<file path="config.mk">
export PLATFORM = sky130hd
export DESIGN_NAME = pong_game_sequencer
export DESIGN_NICKNAME = d
export VERILOG_FILES = /design/src/rtl/pong_game_sequencer.sv
export SDC_FILE = /design/constraint.sdc
export NUM_CORES = 1
export LEC_CHECK = 0
export CAP_MARGIN = 20
export CORE_ASPECT_RATIO = 1.5
export CORE_MARGIN = 1.5
export CORE_UTILIZATION = 58
export CTS_CLUSTER_DIAMETER = 120
export DETAILED_ROUTE_END_ITERATION = 6
export GPL_TIMING_DRIVEN = 0
export PLACE_DENSITY_LB_ADDON = 0.2
export SLEW_MARGIN = 20
export SYNTH_ARGS = -nofsm -noshare
export SYNTH_HDL_FRONTEND = slang
export SYNTH_SLANG_ARGS = --single-unit
</file>
<file path="constraint.sdc">
create_clock -name clk -period 6.6 [get_ports clk]
set_clock_uncertainty 0.15 [all_clocks]
set_input_delay 0.66 -clock clk [delete_from_list [all_inputs] [get_ports clk]]
set_output_delay 0.66 -clock clk [all_outputs]
set_load 0.01 [all_outputs]
</file>
<file path="src/rtl/pong_game_sequencer.sv">
// Game-phase sequencer for the VGA pong design: turns frame ticks, gamepad
// buttons and ball events into move/reload strobes, score and ball speed.
module pong_game_sequencer #(
  parameter int SCORE_W      = 4,
  parameter int WIN_SCORE    = 9,
  parameter int SERVE_FRAMES = 60,
  parameter int POINT_FRAMES = 90,
  parameter int SPEEDUP_HITS = 4
) (
  input  logic               clk,
  input  logic               rst_n,
  input  logic               frame_tick,
  input  logic               start_btn,
  input  logic               pause_btn,
  input  logic               hit_paddle,
  input  logic               miss_left,
  input  logic               miss_right,
  output logic               move_strobe,
  output logic               ball_load,
  output logic               serve_dir,
  output logic [2:0]         ball_speed,
  output logic [SCORE_W-1:0] score_l,
  output logic [SCORE_W-1:0] score_r,
  output logic [2:0]         state,
  output logic               winner
);

  localparam int FMAX = (SERVE_FRAMES > POINT_FRAMES) ? SERVE_FRAMES : POINT_FRAMES;
  localparam int FC_W = $clog2(FMAX + 1);
  localparam int HC_W = (SPEEDUP_HITS > 1) ? $clog2(SPEEDUP_HITS) : 1;

  typedef enum logic [2:0] {
    S_IDLE      = 3'd0,
    S_SERVE     = 3'd1,
    S_PLAY      = 3'd2,
    S_PAUSED    = 3'd3,
    S_POINT     = 3'd4,
    S_GAME_OVER = 3'd5
  } state_t;

  state_t            st_q;
  logic              start_prev, pause_prev;
  logic [FC_W-1:0]   frame_cnt;
  logic [HC_W-1:0]   hit_cnt;

  wire start_edge = start_btn & ~start_prev;
  wire pause_edge = pause_btn & ~pause_prev;

  wire [FC_W-1:0] frame_nxt   = frame_cnt + 1'b1;
  wire            serve_done  = frame_tick && (frame_nxt == FC_W'(SERVE_FRAMES));
  wire            point_done  = frame_tick && (frame_nxt == FC_W'(POINT_FRAMES));
  wire            hit_wrap    = (hit_cnt == HC_W'(SPEEDUP_HITS - 1));
  wire            l_won       = (score_l == SCORE_W'(WIN_SCORE));
  wire            r_won       = (score_r == SCORE_W'(WIN_SCORE));

  assign state = st_q;

  // Button history; resets high so a button held through reset is not an edge.
  always_ff @(posedge clk or negedge rst_n) begin
    if (!rst_n) begin
      start_prev <= 1'b1;
      pause_prev <= 1'b1;
    end else begin
      start_prev <= start_btn;
      pause_prev <= pause_btn;
    end
  end

  // Game FSM with registered strobes, scoreboard and speed control.
  always_ff @(posedge clk or negedge rst_n) begin
    if (!rst_n) begin
      st_q        <= S_IDLE;
      move_strobe <= 1'b0;
      ball_load   <= 1'b0;
      serve_dir   <= 1'b1;
      ball_speed  <= 3'd1;
      score_l     <= '0;
      score_r     <= '0;
      winner      <= 1'b0;
      frame_cnt   <= '0;
      hit_cnt     <= '0;
    end else begin
      move_strobe <= 1'b0;
      ball_load   <= 1'b0;
      case (st_q)
        S_IDLE: begin
          score_l    <= '0;
          score_r    <= '0;
          ball_speed <= 3'd1;
          hit_cnt    <= '0;
          serve_dir  <= 1'b1;
          if (start_edge) begin
            st_q      <= S_SERVE;
            ball_load <= 1'b1;
            frame_cnt <= '0;
          end
        end
        S_SERVE: begin
          if (serve_done) begin
            st_q      <= S_PLAY;
            frame_cnt <= '0;
          end else if (frame_tick) begin
            frame_cnt <= frame_nxt;
          end
        end
        S_PLAY: begin
          if (miss_left) begin
            if (!r_won) score_r <= score_r + 1'b1;
            serve_dir <= 1'b0;
            st_q      <= S_POINT;
            frame_cnt <= '0;
          end else if (miss_right) begin
            if (!l_won) score_l <= score_l + 1'b1;
            serve_dir <= 1'b1;
            st_q      <= S_POINT;
            frame_cnt <= '0;
          end else if (pause_edge) begin
            st_q      <= S_PAUSED;
            frame_cnt <= '0;
          end else begin
            move_strobe <= frame_tick;
            if (hit_paddle) begin
              if (hit_wrap) begin
                hit_cnt <= '0;
                if (ball_speed != 3'd7) ball_speed <= ball_speed + 3'd1;
              end else begin
                hit_cnt <= hit_cnt + 1'b1;
              end
            end
          end
        end
        S_PAUSED: begin
          if (pause_edge) begin
            st_q      <= S_PLAY;
            frame_cnt <= '0;
          end
        end
        S_POINT: begin
          if (point_done) begin
            frame_cnt <= '0;
            if (l_won || r_won) begin
              st_q   <= S_GAME_OVER;
              winner <= r_won;
            end else begin
              st_q       <= S_SERVE;
              ball_load  <= 1'b1;
              ball_speed <= 3'd1;
              hit_cnt    <= '0;
            end
          end else if (frame_tick) begin
            frame_cnt <= frame_nxt;
          end
        end
        S_GAME_OVER: begin
          if (start_edge) begin
            score_l    <= '0;
            score_r    <= '0;
            ball_speed <= 3'd1;
            hit_cnt    <= '0;
            serve_dir  <= 1'b1;
            ball_load  <= 1'b1;
            frame_cnt  <= '0;
            st_q       <= S_SERVE;
          end
        end
        default: begin
          st_q <= S_IDLE;
        end
      endcase
    end
  end

endmodule
</file>
==> out/results.tsv <==
stage	metric	value	unit
outcome	result of the run	complete, no violations	
cells_and_area	Fillers	215	
sta	Max Clock Freq	0.3604	GHz
drt	via count normalized by instance count	6.336	
drt	Met2 Wirelength	2489	um
global_routing	GRT Total Usage	29.55	%
sta	final worst slack	3.825	ns
power	power per unit of standard cell area	329.4	nW/um^2
cts	source-to-sink clock delay at the later pin of the worst-skew pair	0.29	ns
setup_path	largest driver fanout on the critical path	8	
sta	pins over their slew limit	0	
cts	number of H-tree levels	2	
cells_and_area	final-stage net count	250	
sta	worst slew pin tran	0.6645	ns
setup_path	length in cells of the worst reg-to-reg path	8	
setup_path	worst-path cell with the longest stage delay	or4_4	
synth	dominant cell by count in the synthesized netlist	dfrtp_1	
synth	cell area after technology mapping	1852	um^2
sta	relative max-transition margin	55.70	%
cells_and_area	area delta synth->final	20.00	%
cts	maximum count of clock buffers along a single path	2	
cts	total of hold buffers inserted after clock tree synthesis	0	
cts	number of clock sinks	29	
sta	time the worst path needs with I/O delays and setup	2.775	ns
hold_path	HP Class	in2async	
cts	number of CTS-inserted buffers	5	
cts	clock tree from TritonCTS	done	
synth	share of async-settable or async-resettable flops after synthesis	100.0	%
power	leakage component of the power	0.9706	nW
setup_path	Arrival @ worst endpoint	2.78	ns
setup_path	cell class contributing the biggest share of worst-path delay	compound AO/OA/AOI/OAI gates	
global_routing	via count of the first global-routing pass	1813	
cells_and_area	number of antenna repair diodes	0	
drt	# DRC	0	
synth	cell types with the largest area share after synthesis	dfrtp_1 34%, ha_1 6.8%, dfstp_2 5.7%, o21ai_0 3.8%, nor2_1 3.6%	
placed_design	placed wire-length estimate	3468	um
cts	Post-CTS Resized	0	
global_routing	number of antenna violations at the first check in global routing	0	
synth	synthesized area per cell	9.213	um^2
drt	antenna viol nets, final	0	
setup_path	Bufs and invs on worst path	1	
placed_design	worst slack after detailed placement	3.663	ns
setup_path	Worst setup startpoint	frame_cnt[0]	
setup_path	kind of end point of the critical path	flip-flop	
sta	final hold viol count	0	
sta	final setup TNS	0	ns
sta	Final period util	42.05	%
cts	clock slew seen by the registers of the worst setup and hold paths	0.07	ns
synth	total number of yosys warnings	0	
drt	uppermost metal layer occupied by signal nets	met4	
cts	setup bufs post-CTS	0	
drt	first-pass detailed-route iteration total	4	
synth	post-synthesis sequential element count	29	
sta	unrepaired setup endpoints after global routing	false	
setup_path	CP Data Required Time	6.60	ns
die	number of placement rows	24	
die	die width	49.14	um
synth	proportion of netlist area held by the largest area contributor	33.78	%
cells_and_area	share of final-layout standard cells stronger than drive strength 1	9.914	%
setup_path	Setup CP Type	reg2reg	
setup_path	critical path's largest stage delay	0.56	ns
synth	cell count after synthesis	201	
die	initial core utilization	62.29	%
placed_design	count of placed standard cells including taps	264	
die	num ports	26	
global_routing	largest net degree at the start of global routing	30	
drt	via count	1717	
cts	Root Driver	clkbuf_8	
die	DIE AREA	3548	um^2
setup_path	number of logic stages on the critical path including buffering	8	
synth	synthesized net count	219	
setup_path	ordered cell list for the critical path	ha_1, buf_4, nand2_1, o32a_1, and2_4, or4_4, a211oi_4, o32ai_1	
drt	wire length on met1	1758	um
placed_design	number of buffers inserted by port buffering	24	
power	worst-case vdd ir drop	0.2560	mV
run	number of maximum-capacitance violations	0	
synth	sequential fraction of the synthesis area	39.46	%
drt	total length of routed met3 wires	193	um
synth	count of flip-flops with a built-in enable after synthesis	0	
die	CORE AREA	2973	um^2
global_routing	global-route wire length before repair	8052	um
die	height of the die	72.21	um
synth	Post-synth top flop	dfrtp_1	
cells_and_area	final std cells w/o fill	271	
synth	cell type with the largest total area after synthesis	dfrtp_1	
setup_path	launching element type of the critical path	flip-flop	
setup_path	reg-to-reg critical path startpoint	frame_cnt[0]	
sta	final setup vio count	0	
drt	sum of routed wire length over all layers	4642	um
global_routing	overflow left after global routing	0	
drt	DR WL/cell	17.13	um
placed_design	routability cong.	0.9158	
synth	commonest cells in the synthesized netlist	25 x dfrtp_1, 18 x nor2_1, 16 x nand2_1	
drt	Detailed Route Iter0 Violations	86	
synth	number of different library cells in the post-synthesis netlist	54	
flip-flops by register name (all words and copies together) (netlist names):
name and count:
frame_cnt 7, score_l 4, score_r 4, ball_speed 3, state 3, hit_cnt 2
ball_load 1, move_strobe 1, pause_prev 1, serve_dir 1, start_prev 1, winner 1
path summary, 6_finish.rpt:
check                                    end  slack, ns
worst max-delay path            frame_cnt[5]       3.82
worst min-delay path            frame_cnt[0]       0.25
worst max register to register  frame_cnt[5]       3.82
worst min register to register    hit_cnt[1]       0.38
max in group asynchronous       frame_cnt[3]       5.61
min in group clk                  hit_cnt[1]       0.38
cell usage in the layout, fill, tap and decap left out, drive strengths merged, types with 3 or more instances in the layout:
cell / count
o31a: 3
xor2: 6
nand2b: 7
inv: 12
nand2: 16
a21oi: 5
buf: 4
nor2: 18
clkbuf: 12
ha: 10
dfstp: 4
nand3b: 3
o22ai: 4
nand3: 7
o21ai: 17
dfrtp: 25
a41o: 3
clkdlybuf4s50: 23
nand4: 5
o32ai: 3
and2: 3
mux2i: 3
logic make-up after synthesis:
group                      Yosys count  synth area share, %
adders and majority gates           10                6.757
muxes                                4                2.230
xor gates and xnor gates             8                3.784
buffers and inverters               20                4.392
AOI/OAI and AO/OA                   57                22.37
and+or+nand+nor                     73                21.01
DFF                                 29                39.46
per-layer routing:
metal	GRT usage, %	up-vias
li1	-	800
met1	31.05	832
met2	53.00	64
met3	5.761	21
met4	19.37	0
met5	0	-
worst reg2reg max path: stages (launching register included):
cell      delay [ns]
dfrtp_1         0.49
ha_1            0.19
buf_4           0.16
nand2_1         0.08
o32a_1          0.36
and2_4          0.17
or4_4           0.56
a211oi_4        0.35
o32ai_1         0.14
area by class of cell:
| cell class | instances | area (um^2) | area share [%] |
|---|---|---|---|
| plain buffers | 8 | 36.28 | 1.633 |
| repair buffers | 24 | 235.2 | 10.59 |
| flip-flops and latches | 29 | 730.7 | 32.88 |
| clock buffers | 7 | 86.33 | 3.885 |
| well taps | 39 | 48.80 | 2.196 |
| multi-input cells | 152 | 1040 | 46.79 |
| inverters | 12 | 45.04 | 2.027 |
power breakdown:
part           leakage [nW]  switching [W]  internal [W]
clock network        0.0443      0.0000672     0.0000826
registers             0.385      0.0000264      0.000206
logic                 0.542       0.000214      0.000136
total                 0.971       0.000308      0.000424
stage by stage:
stage	hold WS, ns	instance area [um^2]	total power [W]	utilization [%]
after floorplan	0.2144	1852	0.0004680	-
after global placement	0.3546	2141	0.0005569	72.01
after detailed placement	0.3687	2136	0.0005759	71.84
after CTS	0.2729	2222	0.0007257	74.75
after global routing	0.3066	2222	0.0007743	74.75
final	0.2450	2222	0.0007320	74.75
Power figures use the tool's default switching activity.
==> patch 1, RTL diff (same settings) <==
Register the output `score_l` once more, without a reset; this adds one clock of latency there. The other outputs are not delayed to match.
--- a/src/rtl/pong_game_sequencer.sv
+++ b/src/rtl/pong_game_sequencer.sv
@@ -40,2 +40,4 @@
 
+  logic [SCORE_W-1:0] score_l_s0;
+
   state_t            st_q;
@@ -52,3 +54,3 @@
   wire            hit_wrap    = (hit_cnt == HC_W'(SPEEDUP_HITS - 1));
-  wire            l_won       = (score_l == SCORE_W'(WIN_SCORE));
+  wire            l_won       = (score_l_s0 == SCORE_W'(WIN_SCORE));
   wire            r_won       = (score_r == SCORE_W'(WIN_SCORE));
@@ -76,3 +78,3 @@
       ball_speed  <= 3'd1;
-      score_l     <= '0;
+      score_l_s0  <= '0;
       score_r     <= '0;
@@ -86,3 +88,3 @@
         S_IDLE: begin
-          score_l    <= '0;
+          score_l_s0 <= '0;
           score_r    <= '0;
@@ -112,3 +114,3 @@
           end else if (miss_right) begin
-            if (!l_won) score_l <= score_l + 1'b1;
+            if (!l_won) score_l_s0 <= score_l_s0 + 1'b1;
             serve_dir <= 1'b1;
@@ -155,3 +157,3 @@
           if (start_edge) begin
-            score_l    <= '0;
+            score_l_s0 <= '0;
             score_r    <= '0;
@@ -172,2 +174,6 @@
 
+  always_ff @(posedge clk) begin
+    score_l <= score_l_s0;
+  end
+
 endmodule
Behaviour: same outputs for any inputs over 10 cycles, from zero or initial values and one cycle with rst_n low; that may be too few to reach the edited logic, so the function may still have changed.
==> patch 1 against the original RTL <==
Synthesized cell count up 13%. Design area increased by 12%. Critical path depth unchanged. Core utilization decreased by 2.9 points. Synthesized area grew 13%. Wire length up 3.8%. Critical path type unchanged. Sequential cell count increased by 4. Worst setup slack better by 170 ps. Fmax grew 6.3%.
Power is not compared: it rests on default switching activity, and its combinational part moved more than twofold at a synthesized area within 25%.
==> patch 1: results (changes against the original RTL) <==
* Status: completed
* # nets final at 277 (+11%)
* Critical path arrival at 2640 ps (-140 ps)
* Synth Area in Compound Gates at 23.4% (+1.0 points)
* Post-DP HPWL at 3550 um (+2.4%)
* Multiplexer fraction of the synthesized cell area at 0% (-2.2 points)
* Share of the yosys chip area belonging to registers at 38.6% (-0.82 points)
* Xor/xnor share of the synthesized area at 3.34% (-0.44 points)
* Number of optimization iterations in the first detailed-route pass at 4 (unchanged)
* Vias post-DR at 1,850 (+7.7%)
* Max_slew headroom at 55.1% (-0.57 points)
* Total clock buffers created by CTS at 5 (unchanged)
* Critical path's slowest cell: sky130_fd_sc_hd__dfrtp_1
* Register-to-register setup slack at 3990 ps (+170 ps)
* Clk_lat worst skew at 280 ps
* Aggregate negative setup slack at 0 ps (unchanged)
* Adder-cell share of the synthesized area at 5.96% (-0.79 points)
* Top cell types by occurrence after synthesis: sky130_fd_sc_hd__nand2_1, sky130_fd_sc_hd__dfrtp_1, sky130_fd_sc_hd__nor2_1
* Worst-path maximum fanout at 10 (+2)
* First-pass GRT wire length at 8000 um (-0.68%)
* Final weighted congestion in routability-driven placement at 0.833 (-9.0%)
* Share of synthesized flip-flops with an asynchronous set or reset at 87.9% (-12 points)
* Via count of the first global-routing pass at 1,769 (-2.4%)
* Slowest cell delay on critical path at 500 ps (-60 ps)
* Delay-heaviest family, CP: simple AND/OR/NAND/NOR gates
* Fraction of final layout cells sized beyond drive strength 1 at 13.1% (+3.2 points)
* Total length of routed wires at 4820 um (+3.8%)
* Worst flop-to-flop path startpoint: frame_cnt[0]
* Netlist cell types at 57 (+5.6%)
* Number of DRC markers after the initial detailed-route iteration at 81 (-5.8%)
* Post-synthesis net count at 245 (+12%)
* Ranking of synthesized cells by area: sky130_fd_sc_hd__dfrtp_1, sky130_fd_sc_hd__ha_1, sky130_fd_sc_hd__nand2_1
* Endpoint of the worst register-to-register path: hit_cnt[1]
* Combined global-route utilization of all metal layers at 26.6% (-3.0 points)
* Count of input and output buffers at 25 (+4.2%)
-- patch 1: cell count changes after synthesis, sizes merged, moves of 3 or more --
cell,delta
a41o,-3
o31ai,+3
o211ai,+3
nor2b,+4
o32ai,-3
nand2,+13
mux2i,-3
o21ai,-3
buf,+5
a22oi,+3
and3,+5
nand2b,-4
o31a,-3
dfxtp,+4
-- patch 1: layout make-up --
class	instances	area [um^2]
Fill cell	277	970
Sequential cell	33	811
Tap cell	42	52.6
Buffer	14	109
Inverter	11	41.3
Clock inverter	2	10.0
Timing Repair Buffer	25	245
Clock buffer	6	72.6
Multi-Input combinational cell	169	1140
-- patch 1: worst max-delay path by stage --
stage                             from      endpoint  slack (ps)  depth (start not counted)
final                     frame_cnt[0]    hit_cnt[1]        3990                          8
after CTS                 frame_cnt[0]    hit_cnt[1]        4040                          8
after global routing      frame_cnt[0]    hit_cnt[1]        3890                          8
after detailed placement    frame_tick    hit_cnt[1]        3840                          7
after global placement      frame_tick    hit_cnt[1]        3850                          7
after floorplan           frame_cnt[0]  frame_cnt[1]        4340                          7
-- patch 1: kinds of logic (layout without fill, tap and decap cells) --
kind of cell             Yosys count  in the layout
AND/OR/NAND/NOR                   88             88
buffers and inverters             25             58
AO/OA/AOI/OAI                     63             63
XOR/XNOR                           8              8
flip-flops                        33             33
adder cells (fa/ha/maj)           10             10
-- patch 1: metal layers --
layer	part of all wire [%]	global-route usage, %
met5	0	0
met1	39	31.0
met3	4.0	4.47
met2	54	44.7
met4	3.0	14.5
-- patch 1: power by group through the flow --
stage | Combinational [uW] | Sequential [uW] | Clock [uW]
6_report | 147 | 240 | 147
5_1_grt | 164 | 242 | 158
4_1_cts | 148 | 239 | 150
3_5_place_dp | 147 | 243 | 0
3_3_place_gp | 143 | 242 | 0
2_1_floorplan | 101 | 242 | 0
-- patch 1: metrics by stage --
stage	hold slack, ps	setup slack [ps]	cells	area [um^2]
final	255	3990	302	2480
after global routing	297	3890	302	2480
after CTS	279	4040	302	2480
after detailed placement	262	3840	294	2400
after global placement	267	3850	294	2400
after floorplan	214	4340	227	2100
==> patch 2, RTL diff (same flow settings) <==
Without the edit above. Change the parameter `SERVE_FRAMES` from 60 to 120.
--- a/src/rtl/pong_game_sequencer.sv
+++ b/src/rtl/pong_game_sequencer.sv
@@ -5,3 +5,3 @@
   parameter int WIN_SCORE    = 9,
-  parameter int SERVE_FRAMES = 60,
+  parameter int SERVE_FRAMES = 120,
   parameter int POINT_FRAMES = 90,
Check against the original RTL: no difference found for any inputs over 10 cycles, from zero or initial values and one cycle with rst_n low; that may be too few to reach the edited logic, so the function may still have changed.
==> patch 2 against the original RTL <==
Worst setup slack lost 31 ps. Critical path type is now in -> reg. Register-to-register slack gained 120 ps. Synthesized area shrank 1.7%. Sequential cell count is the same. Largest power group unchanged. Wire length shrank 7.7%. Sequential power grew 9.1%. Design area grew 0.39%. Power grew 4.9%.
==> patch 2: results (changes against the original RTL) <==
* Status: completed
* Via count normalized by instance count at 6.10 (-3.7%)
* Leak pwr at 0.000956 uW (-1.5%)
* Worst setup slack after placement at 3520 ps (-144 ps)
* Share of the yosys chip area belonging to registers at 40.1% (+0.68 points)
* Combined global-route utilization of all metal layers at 27.6% (-2.0 points)
* Number of optimization iterations in the first detailed-route pass at 5 (+1)
* Worst-path maximum fanout at 10 (+2)
* Via count of the first global-routing pass at 1,684 (-7.1%)
* Number of DRC markers after the initial detailed-route iteration at 99 (+15%)
* Critical path arrival at 2810 ps (+30 ps)
* Highest ir drop seen on vdd at 0.297 mV (+16%)
* Wire length on met2 at 2410 um (-3.1%)
* Post-DP HPWL at 3110 um (-10%)
* Number of filler instances in the final layout at 223 (+3.7%)
* Ranking of synthesized cells by area: sky130_fd_sc_hd__dfrtp_1, sky130_fd_sc_hd__ha_1, sky130_fd_sc_hd__dfstp_2
* Fraction of final layout cells sized beyond drive strength 1 at 9.75% (-0.17 points)
* Transition at the pin with the smallest max-transition slack at 644 ps (-20.1 ps)
* Final weighted congestion in routability-driven placement at 0.930 (+1.6%)
* Post-synthesis net count at 221 (+0.91%)
* Netlist cell types at 48 (-11%)
* Wl on met1 at 1610 um (-8.4%)
* Final period utilization at 42.5% (+0.47 points)
* First-pass GRT wire length at 7580 um (-5.8%)
* Register-to-register setup slack at 3940 ps (+120 ps)
## patch 2: kinds of logic after synthesis
family / count (synthesis) / synth area share, %
XOR/XNOR: 5 / 2.41
AND/OR/NAND/NOR: 83 / 23.7
AO/OA/AOI/OAI: 54 / 19.9
buffers and inverters: 18 / 4.67
multiplexers: 4 / 2.27
adder cells (fa/ha/maj): 10 / 6.87
flip-flops: 29 / 40.1
## patch 2: worst register-to-register path, cell delays in order, from the launching register on
cell and delay, ps:
sky130_fd_sc_hd__dfrtp_1 490, sky130_fd_sc_hd__ha_1 320, sky130_fd_sc_hd__nand3_1 130, sky130_fd_sc_hd__mux2_2 350, sky130_fd_sc_hd__a221oi_2 390, sky130_fd_sc_hd__o22ai_2 210, sky130_fd_sc_hd__o41ai_2 390, sky130_fd_sc_hd__o31ai_1 110
## patch 2: metal layers
layer,vias to the layer above,track usage [%]
met5,-,0
met4,0,9.52
met3,7,4.17
met2,66,52.7
met1,802,30.7
li1,803,-
## patch 2: power by group
part / internal (uW) / total [uW] / leakage (uW) / switching, uW
Combinational: 134 / 328 / 0.000515 / 193
Clock: 123 / 188 / 0.0000585 / 64.7
Sequential: 210 / 253 / 0.000383 / 42.6
## patch 2: final timing paths
path,cells past startpoint,endpoint,startpoint
worst max-delay path,8,state[0],frame_tick
worst min-delay path,1,frame_cnt[4],rst_n
min in group clk,2,hit_cnt[1],hit_cnt[1]
worst min register to register,2,hit_cnt[1],hit_cnt[1]
worst max register to register,7,state[0],frame_cnt[0]
max in group asynchronous,1,score_l[2],rst_n
## patch 2: per-stage QoR
step | instances | area, um^2 | util (%) | power [uW] | hold WS (ps)
floorplan | 203 | 1820 | - | 465 | 214
global placement | 267 | 2120 | 72.0 | 558 | 320
CTS | 275 | 2230 | 75.8 | 766 | 268
global route | 275 | 2230 | 75.8 | 823 | 304
finish | 275 | 2230 | 75.8 | 768 | 248
detailed placement | 267 | 2110 | 71.9 | 573 | 353
## patch 2: layout make-up
| cell class | count | share of cell area [%] |
|---|---|---|
| Tap cell | 39 | 2.19 |
| Clock inverter | 1 | 1.35 |
| Clock buffer | 7 | 3.87 |
| Sequential cell | 29 | 32.8 |
| Timing Repair Buffer | 25 | 11.0 |
| Inverter | 9 | 1.51 |
| Multi-Input combinational cell | 156 | 45.0 |
| Buffer | 9 | 2.30 |
